**src/rtl/mpsoc_sysid_ctrl.sv**
```systemverilog
// System-identification and boot-control Avalon-MM slave: ID/timestamp/config words,
// 64-bit uptime with coherent high-word shadow, test-and-set lock, scratch words, CPU release lines.
module mpsoc_sysid_ctrl #(
  parameter logic [31:0] SYSTEM_ID   = 32'h0000_0000,
  parameter logic [31:0] TIMESTAMP   = 32'h0000_0000,
  parameter int          NUM_CPUS    = 4,
  parameter int          NUM_SCRATCH = 4,
  parameter logic [15:0] RELEASE_RST = 16'h0001
) (
  input  logic                clock,
  input  logic                reset_n,
  input  logic [3:0]          address,
  input  logic                read,
  input  logic                write,
  input  logic [31:0]         writedata,
  input  logic [3:0]          byteenable,
  output logic [31:0]         readdata,
  output logic                readdatavalid,
  output logic [NUM_CPUS-1:0] cpu_release
);

  localparam logic [31:0] CONFIG_WORD = {16'h0002, 8'(NUM_SCRATCH), 8'(NUM_CPUS)};

  generate
    if (NUM_CPUS < 1 || NUM_CPUS > 16) begin : g_bad_cpus
      $error("NUM_CPUS must be in 1..16");
    end
    if (NUM_SCRATCH < 0 || NUM_SCRATCH > 8) begin : g_bad_scratch
      $error("NUM_SCRATCH must be in 0..8");
    end
  endgenerate

  logic [63:0]         uptime;
  logic [31:0]         shadow;
  logic                lock;
  logic [31:0]         scratch [8];
  logic [NUM_CPUS-1:0] release_q;

  logic        do_read;
  logic        do_write;
  logic        scratch_hit;
  logic [31:0] rd_mux;
  logic [31:0] release_merged;
  logic [31:0] scratch_merged;

  function automatic logic [31:0] merge_bytes(input logic [31:0] old_v,
                                              input logic [31:0] new_v,
                                              input logic [3:0]  be);
    logic [31:0] res;
    res = old_v;
    for (int b = 0; b < 4; b++) begin
      if (be[b]) res[b*8 +: 8] = new_v[b*8 +: 8];
    end
    return res;
  endfunction

  // A simultaneous read is dropped entirely so it has no lock/shadow side effects.
  assign do_write       = write;
  assign do_read        = read & ~write;
  assign scratch_hit    = address[3] && ({29'd0, address[2:0]} < 32'(NUM_SCRATCH));
  assign release_merged = merge_bytes(32'(release_q), writedata, byteenable);
  assign scratch_merged = merge_bytes(scratch[address[2:0]], writedata, byteenable);
  assign cpu_release    = release_q;

  always_comb begin
    rd_mux = 32'd0;
    case (address)
      4'd0: rd_mux = SYSTEM_ID;
      4'd1: rd_mux = TIMESTAMP;
      4'd2: rd_mux = CONFIG_WORD;
      4'd3: rd_mux = uptime[31:0];
      4'd4: rd_mux = shadow;
      4'd5: rd_mux = 32'(release_q);
      4'd6: rd_mux = {31'd0, lock};
      default: begin
        if (scratch_hit) rd_mux = scratch[address[2:0]];
      end
    endcase
  end

  always_ff @(posedge clock or negedge reset_n) begin
    if (!reset_n) begin
      uptime <= 64'd0;
    end else begin
      uptime <= uptime + 64'd1;
    end
  end

  // Shadow is loaded on the same edge the low word is sampled, keeping LO/HI coherent.
  always_ff @(posedge clock or negedge reset_n) begin
    if (!reset_n) begin
      shadow <= 32'd0;
      lock   <= 1'b0;
    end else if (do_write) begin
      if (address == 4'd6 && byteenable[0]) lock <= writedata[0];
    end else if (do_read) begin
      if (address == 4'd3) shadow <= uptime[63:32];
      if (address == 4'd6) lock   <= 1'b1;
    end
  end

  always_ff @(posedge clock or negedge reset_n) begin
    if (!reset_n) begin
      release_q <= RELEASE_RST[NUM_CPUS-1:0];
      for (int i = 0; i < 8; i++) scratch[i] <= 32'd0;
    end else if (do_write) begin
      if (address == 4'd5) release_q <= release_merged[NUM_CPUS-1:0];
      if (scratch_hit) scratch[address[2:0]] <= scratch_merged;
    end
  end

  always_ff @(posedge clock or negedge reset_n) begin
    if (!reset_n) begin
      readdata      <= 32'd0;
      readdatavalid <= 1'b0;
    end else begin
      readdata      <= do_read ? rd_mux : 32'd0;
      readdatavalid <= do_read;
    end
  end

endmodule

```
**config.mk**
```make
export PLATFORM = sky130hd
export DESIGN_NAME = mpsoc_sysid_ctrl
export DESIGN_NICKNAME = d
export VERILOG_FILES = /design/src/rtl/mpsoc_sysid_ctrl.sv
export SDC_FILE = /design/constraint.sdc
export NUM_CORES = 1
export LEC_CHECK = 0
export CORE_ASPECT_RATIO = 1.5
export CORE_MARGIN = 2
export CORE_UTILIZATION = 60
export DETAILED_ROUTE_END_ITERATION = 12
export PLACE_DENSITY = 0.79
export SYNTH_ARGS = -nofsm -noshare
export SYNTH_HDL_FRONTEND = slang
export SYNTH_SLANG_ARGS = --single-unit
```
**constraint.sdc**
```tcl
create_clock -name clock -period 5.75 [get_ports clock]
set_input_delay 1.725 -clock clock [delete_from_list [all_inputs] [get_ports clock]]
set_output_delay 1.725 -clock clock [all_outputs]
set_load 0.02 [all_outputs]
```
* After elaboration in Yosys (flattened, before gate mapping)
Cells that the tools add are included.
Word-level totals: register bits 390, latch bits 0, bits in read-only memories 0, input port bits 44, memories 0, word-level logic and storage cells 56, output and inout port bits 37, bits in writable memories 0
Operators by class: order comparisons 3, $add $sub $neg 1, bitwise logic cells 3, equality and inequality tests 7, shifts and indexed selects 0, div/mod/pow operators 0, multipliers 0, reduce and logical (&&, ||, !) cells 11, muxes and demuxes 17
Operators with widths (number):
- $bwmux 256 | 1
- $pmux 32 s6 | 1
- $mux 32 | 5
- $bmux 32 s3 | 1
- $demux 32 s3 | 1
- $add 64x1->64 const B | 1
- $mux 8 | 4
- $eq 4x3->1 const B | 3
- $reduce_and 3->1 | 3
- $eq 4x2->1 const B | 2
- $eq 4x1->1 const B | 1
- $ge 4x4->1 const B | 1
- $logic_not 4->1 | 1
- $lt 4x1->1 const B | 1
- $mux 1 | 4
- $not 3->4 | 1
- $reduce_bool 2->1 | 2
- $logic_and 1x1->1 | 3
- $lt 3x3->1 const B | 1
- $ne 2x1->1 const B | 1
- $reduce_and 2->1 | 1
- $reduce_or 2->1 | 1
- $and 1x1->1 | 1
- $not 1->1 | 1

* Logic depth before layout (Yosys ltp)
depth in word-level cells 7, gate-level depth with buffers 10, depth with buffers taken out 6

* Least setup slack after synthesis
Ideal clock, no wire load.
path type input port to flip-flop, start in address[0], end reg scratch[226] (netlist bit), cell stages on the path 7, arrival 3195 ps, path buffers 2, path slack 2431 ps, setup time 125 ps, path through buf_4 -> buf_6 -> mux4_2 -> nand2_1 -> nand2_1 -> mux2_2 -> mux2_2
Between the ends: cells in the longest elaborated chain, start to end 6, elaborated cells on any way between the ends 14, classes of those cells 3 x order compare; 7 x mux; 1 x bitwise; 3 x reduce/logical
Ends and longest elaborated chain:
- start: declaration | RTL line 12 | input logic [3:0] address,
- $not 3->4 (not written as such) | RTL line 62, 108
- $ge 4x4->1 (not written as such), or another cell as far along | RTL line 108 | if (scratch_hit) scratch[address[2:0]] <= scratch_merged;
- $logic_and 1x1->1 (not written as such) or $mux 32 (tied branches) | RTL line 108, 62
- $mux 32 (on tied branches) | RTL line 108, 62
- $demux 32 s3 or $mux 8 (tied branches) | RTL line 108, 52
- $bwmux 256 | RTL line 108
- end signal: indexed assignment | RTL line 108
- end: declaration | RTL line 36 | logic [31:0] scratch [8];
Several ways; a longest one is shown, not always the timed one. The select of a mux whose other input is x is not followed. A chain may end at the register's enable or synchronous reset.

* Final worst setup path
start in address[2], end reg scratch[182] (netlist bit)
The elaborated chain is that of the path after synthesis.

==> summary.md <==
| Metric | Value |
|---|---|
| I/O Pins | 81 |
| Die area | 0.0298 sq mm |
| Syn_area_per_cell | roughly 11 sq um |
| CP required | 6.20 ns |
| Routability Congestion | 0.852 |
| Post-DP Area | about 0.018 sq mm |
| FF-to-FF setup slack | around 3.4 ns |
| CTS Buffer Depth | 3 |
| DR vias | roughly 11,000 |
| Worst Tran Pin Value | 1.17 ns |
| Worst Setup Path Type | in2reg |
| Wire per inst | 20.6 um |
| Hold path endpoint | scratch[84] |
| Initial antenna violation count | 0 |
| Diode count | 0 |
| Post-CTS Hold Fix Bufs | 0 |
| Core box area | ~0.028 sq mm |
| H-Tree Depth | 2 |
| RSZ-0062 raised after global routing | no |
| Power per cell area | 329 mW/mm^2 |
| Yosys warns | 0 |
| Worst Reg-to-Reg Cells | 5 |
| Share of cells above drive strength 1 | around 13% |
| Syn_nets | approximately 1,600 |
| RR Startpoint | uptime[2] |
| Pleak | 8.70 nW |
| Cells after Synth | 1,533 |
| Largest net degree at the start of global routing | about 120 |
| Slew margin rel. | between 20% and 30% |
| Final period utilization | 71.1% |
| Initial Util | between 60% and 70% |
| Row count | 75 |
| Yosys reg bits | 390 |
| Fin Setup TNS | 0 ns |
| Total global-route track usage | a little over a quarter |
| Async set-reset flop share out of synthesis | 100% |
| # port buffers | 80 |
| Peak VDD IR | 0.199 mV |
| Reg clk slew, reported paths | 0.06 ns |
| Seq/Total Area, Yosys | 57.3% |
| Hold/Removal Path Class | reg2reg |
| Die X | 142 um |
| Pre-CTS setup slack | 1.17 ns |
| Mapped cell area | between 0.015 and 0.02 sq mm |
| Final core occ | 67.4% |
| Fin crit period | between 4 and 5 ns |
| Detailed-route DRC error count | 0 |
| Vias in the first global route | roughly 12,000 |
| Max FO, Critical Path | 16 |
| Final worst slack | between 1.5 and 2 ns |
| Setup Skew | between 0.01 and 0.015 ns |
| Post-CTS setup buffers | 0 |
| Startpoint Class | input pin |
| Drt initial violations | approximately 800 |
| FMAX | roughly 240 MHz |
| Number of max-cap violations | 0 |
| Final HPWL DP | 24,800 um |
| Router iterations before antenna repair | 5 |
| Syn-to-layout area delta | 10.6% |
| Via density | a little over 6 |
| Setup crit end kind | flop |
| Primary FF master, synth | dfrtp_1 |
| Total CTS buffers | 36 |
| Worst path arrival time | 4.54 ns |
| Wirelength, routed | around 38,000 um |
| Die Y | ~210 um |
| Number of flops mapped to enable cells by yosys | 0 |
| Outcome | complete, no violations |
| Hold Path Depth | 0 |
| Sink Count | 390 |
| Post_cts resized | 0 |
| CTS tree | done |
| Total grt overflow | 0 |
| CTS Root Cell | clkbuf_16 |
| Netlist cell types | slightly below 60 |
| Overall Power | 6.19 mW |
| Final setup vio count | 0 |
| Worst skew pair latency | 0.54 ns |
| Max Slew Vio Count | 0 |
| Hold Path Origin | scratch[84] |
| Global-route wire length before repair | between 60,000 and 70,000 um |
| FF-to-FF End | uptime[63] |
| DRT antenna net count | 0 |
| Final instance area | 0.0188 sq mm |
| Final #Nets | 1,504 |
| Hold Violations, Final | 0 |
metal layers:
| metal | part of all wire [%] | global-route usage, % | wire, um | up-vias |
|---|---|---|---|---|
| li1 | - | - | - | 5121 |
| met1 | 41 | 36.0 | 15500 | 5582 |
| met3 | 4.9 | 3.50 | 1840 | 111 |
| met2 | 50 | 43.3 | 18900 | 399 |
| met4 | 4.0 | 11.3 | 1530 | 0 |
| met5 | 0 | 0 | 0 | - |
critical path, cell delays in order:
cell and delay, ns:
clkdlybuf4s50_1 0.83, or2_1 0.78, buf_4 0.33, a211oi_1 0.07, a2111oi_0 0.42, a21oi_1 0.17
o21ai_1 0.20
cell usage in the layout (no fill, tap or decap), types with 5 or more instances in the layout:
cell type        Yosys  routed
dfrtp_1            389     389
nand2_1            173     173
nor2_1             116     116
a21oi_1            102     102
clkdlybuf4s50_1      0      77
o21ai_1             66      66
xnor2_1             38      38
mux2_2              38      38
clkbuf_16            0      37
mux4_2              34      34
mux2_1              31      31
mux2i_1             25      25
nand4_1             24      24
nor2b_1             24      23
a31oi_1             23      23
a211oi_1            23      23
a2111oi_0           23      23
a211o_1             21      21
o21ai_0             21      21
buf_4                9      21
xor2_1              20      20
nand3_1             18      18
nor3_1              13      13
clkbuf_8             0      12
and3_1              10      10
a22oi_1              9       9
inv_1                8       8
nand2b_1             7       7
o22ai_1              7       7
and4_1               6       6
o32a_1               6       6
nand4_4              5       5
clkinv_2             0       5
kinds of logic after synthesis:
group	share of synthesized area, %
AOI/OAI and AO/OA	11.1
adders and majority gates	0.0735
and+or+nand+nor	12.0
muxes	10.5
xor gates and xnor gates	3.36
buffers and inverters	5.59
DFF	57.3
synthesized netlist by cell type, types with 2 or more instances:
library cell	n	area, sq um
and4_1	6	52.6
nand3_2	2	20.0
a211oi_1	23	173
or3_1	2	12.5
nor2b_1	24	150
mux2_2	38	428
o22ai_1	7	43.8
mux2_1	31	349
mux2i_1	25	250
clkbuf_1	174	653
nand4b_1	2	17.5
nand2_1	173	649
nand4_4	5	106
buf_2	21	105
a31oi_1	23	144
o21ai_0	21	105
o21ai_1	66	330
dfrtp_1	389	9730
buf_4	9	67.6
inv_1	8	30.0
o2bb2ai_1	2	17.5
nand3_1	18	90.1
nor4_1	3	18.8
nor2_1	116	435
buf_6	4	45.0
nor3_1	13	65.1
nand2b_1	7	43.8
xnor2_2	4	65.1
a211o_1	21	184
a2111oi_0	23	201
nor4_4	4	85.1
nor3_2	2	20.0
mux4_2	34	766
xnor2_1	38	333
buf_1	6	22.5
nand4_1	24	150
o32a_1	6	60.1
a21oi_1	102	510
a22oi_1	9	67.6
xor2_1	20	175
and3_1	10	62.6
power breakdown:
part / total, mW / switching, mW / internal [mW] / leakage (nW)
clock: 2.46 / 1.03 / 1.43 / 0.608
sequential: 3.06 / 0.114 / 2.95 / 5.26
combinational: 0.675 / 0.392 / 0.283 / 2.84
flip-flops by register name, indices dropped and copies added (netlist names):
register       cells
scratch          256
uptime            64
readdata          32
shadow            32
cpu_release        4
lock               1
readdatavalid      1
metrics by stage:
step           hold WS, ns  std cells
6_report             0.371       1832
3_3_place_gp         0.358       1767
2_1_floorplan        0.422       1533
3_5_place_dp         0.358       1767
5_1_grt              0.382       1832
4_1_cts              0.373       1832
how the worst max path moves through the flow:
stage | from | end | depth (start not counted)
after CTS | address[2] | scratch[189] | 8
after floorplan | address[0] | scratch[226] | 7
after detailed placement | address[2] | scratch[190] | 8
after global placement | address[2] | scratch[184] | 8
after global routing | address[2] | scratch[245] | 7
final | address[2] | scratch[182] | 7
cell type report:
| type | instances | area, sq um |
|---|---|---|
| Sequential cell | 390 | 9760 |
| Tap cell | 346 | 433 |
| Timing Repair Buffer | 104 | 1030 |
| Multi-Input combinational cell | 918 | 6340 |
| Clock inverter | 12 | 126 |
| Fill cell | 1962 | 9130 |
| Inverter | 9 | 33.8 |
| Clock buffer | 53 | 1110 |
Note: power is estimated with default switching activity, not from simulation.
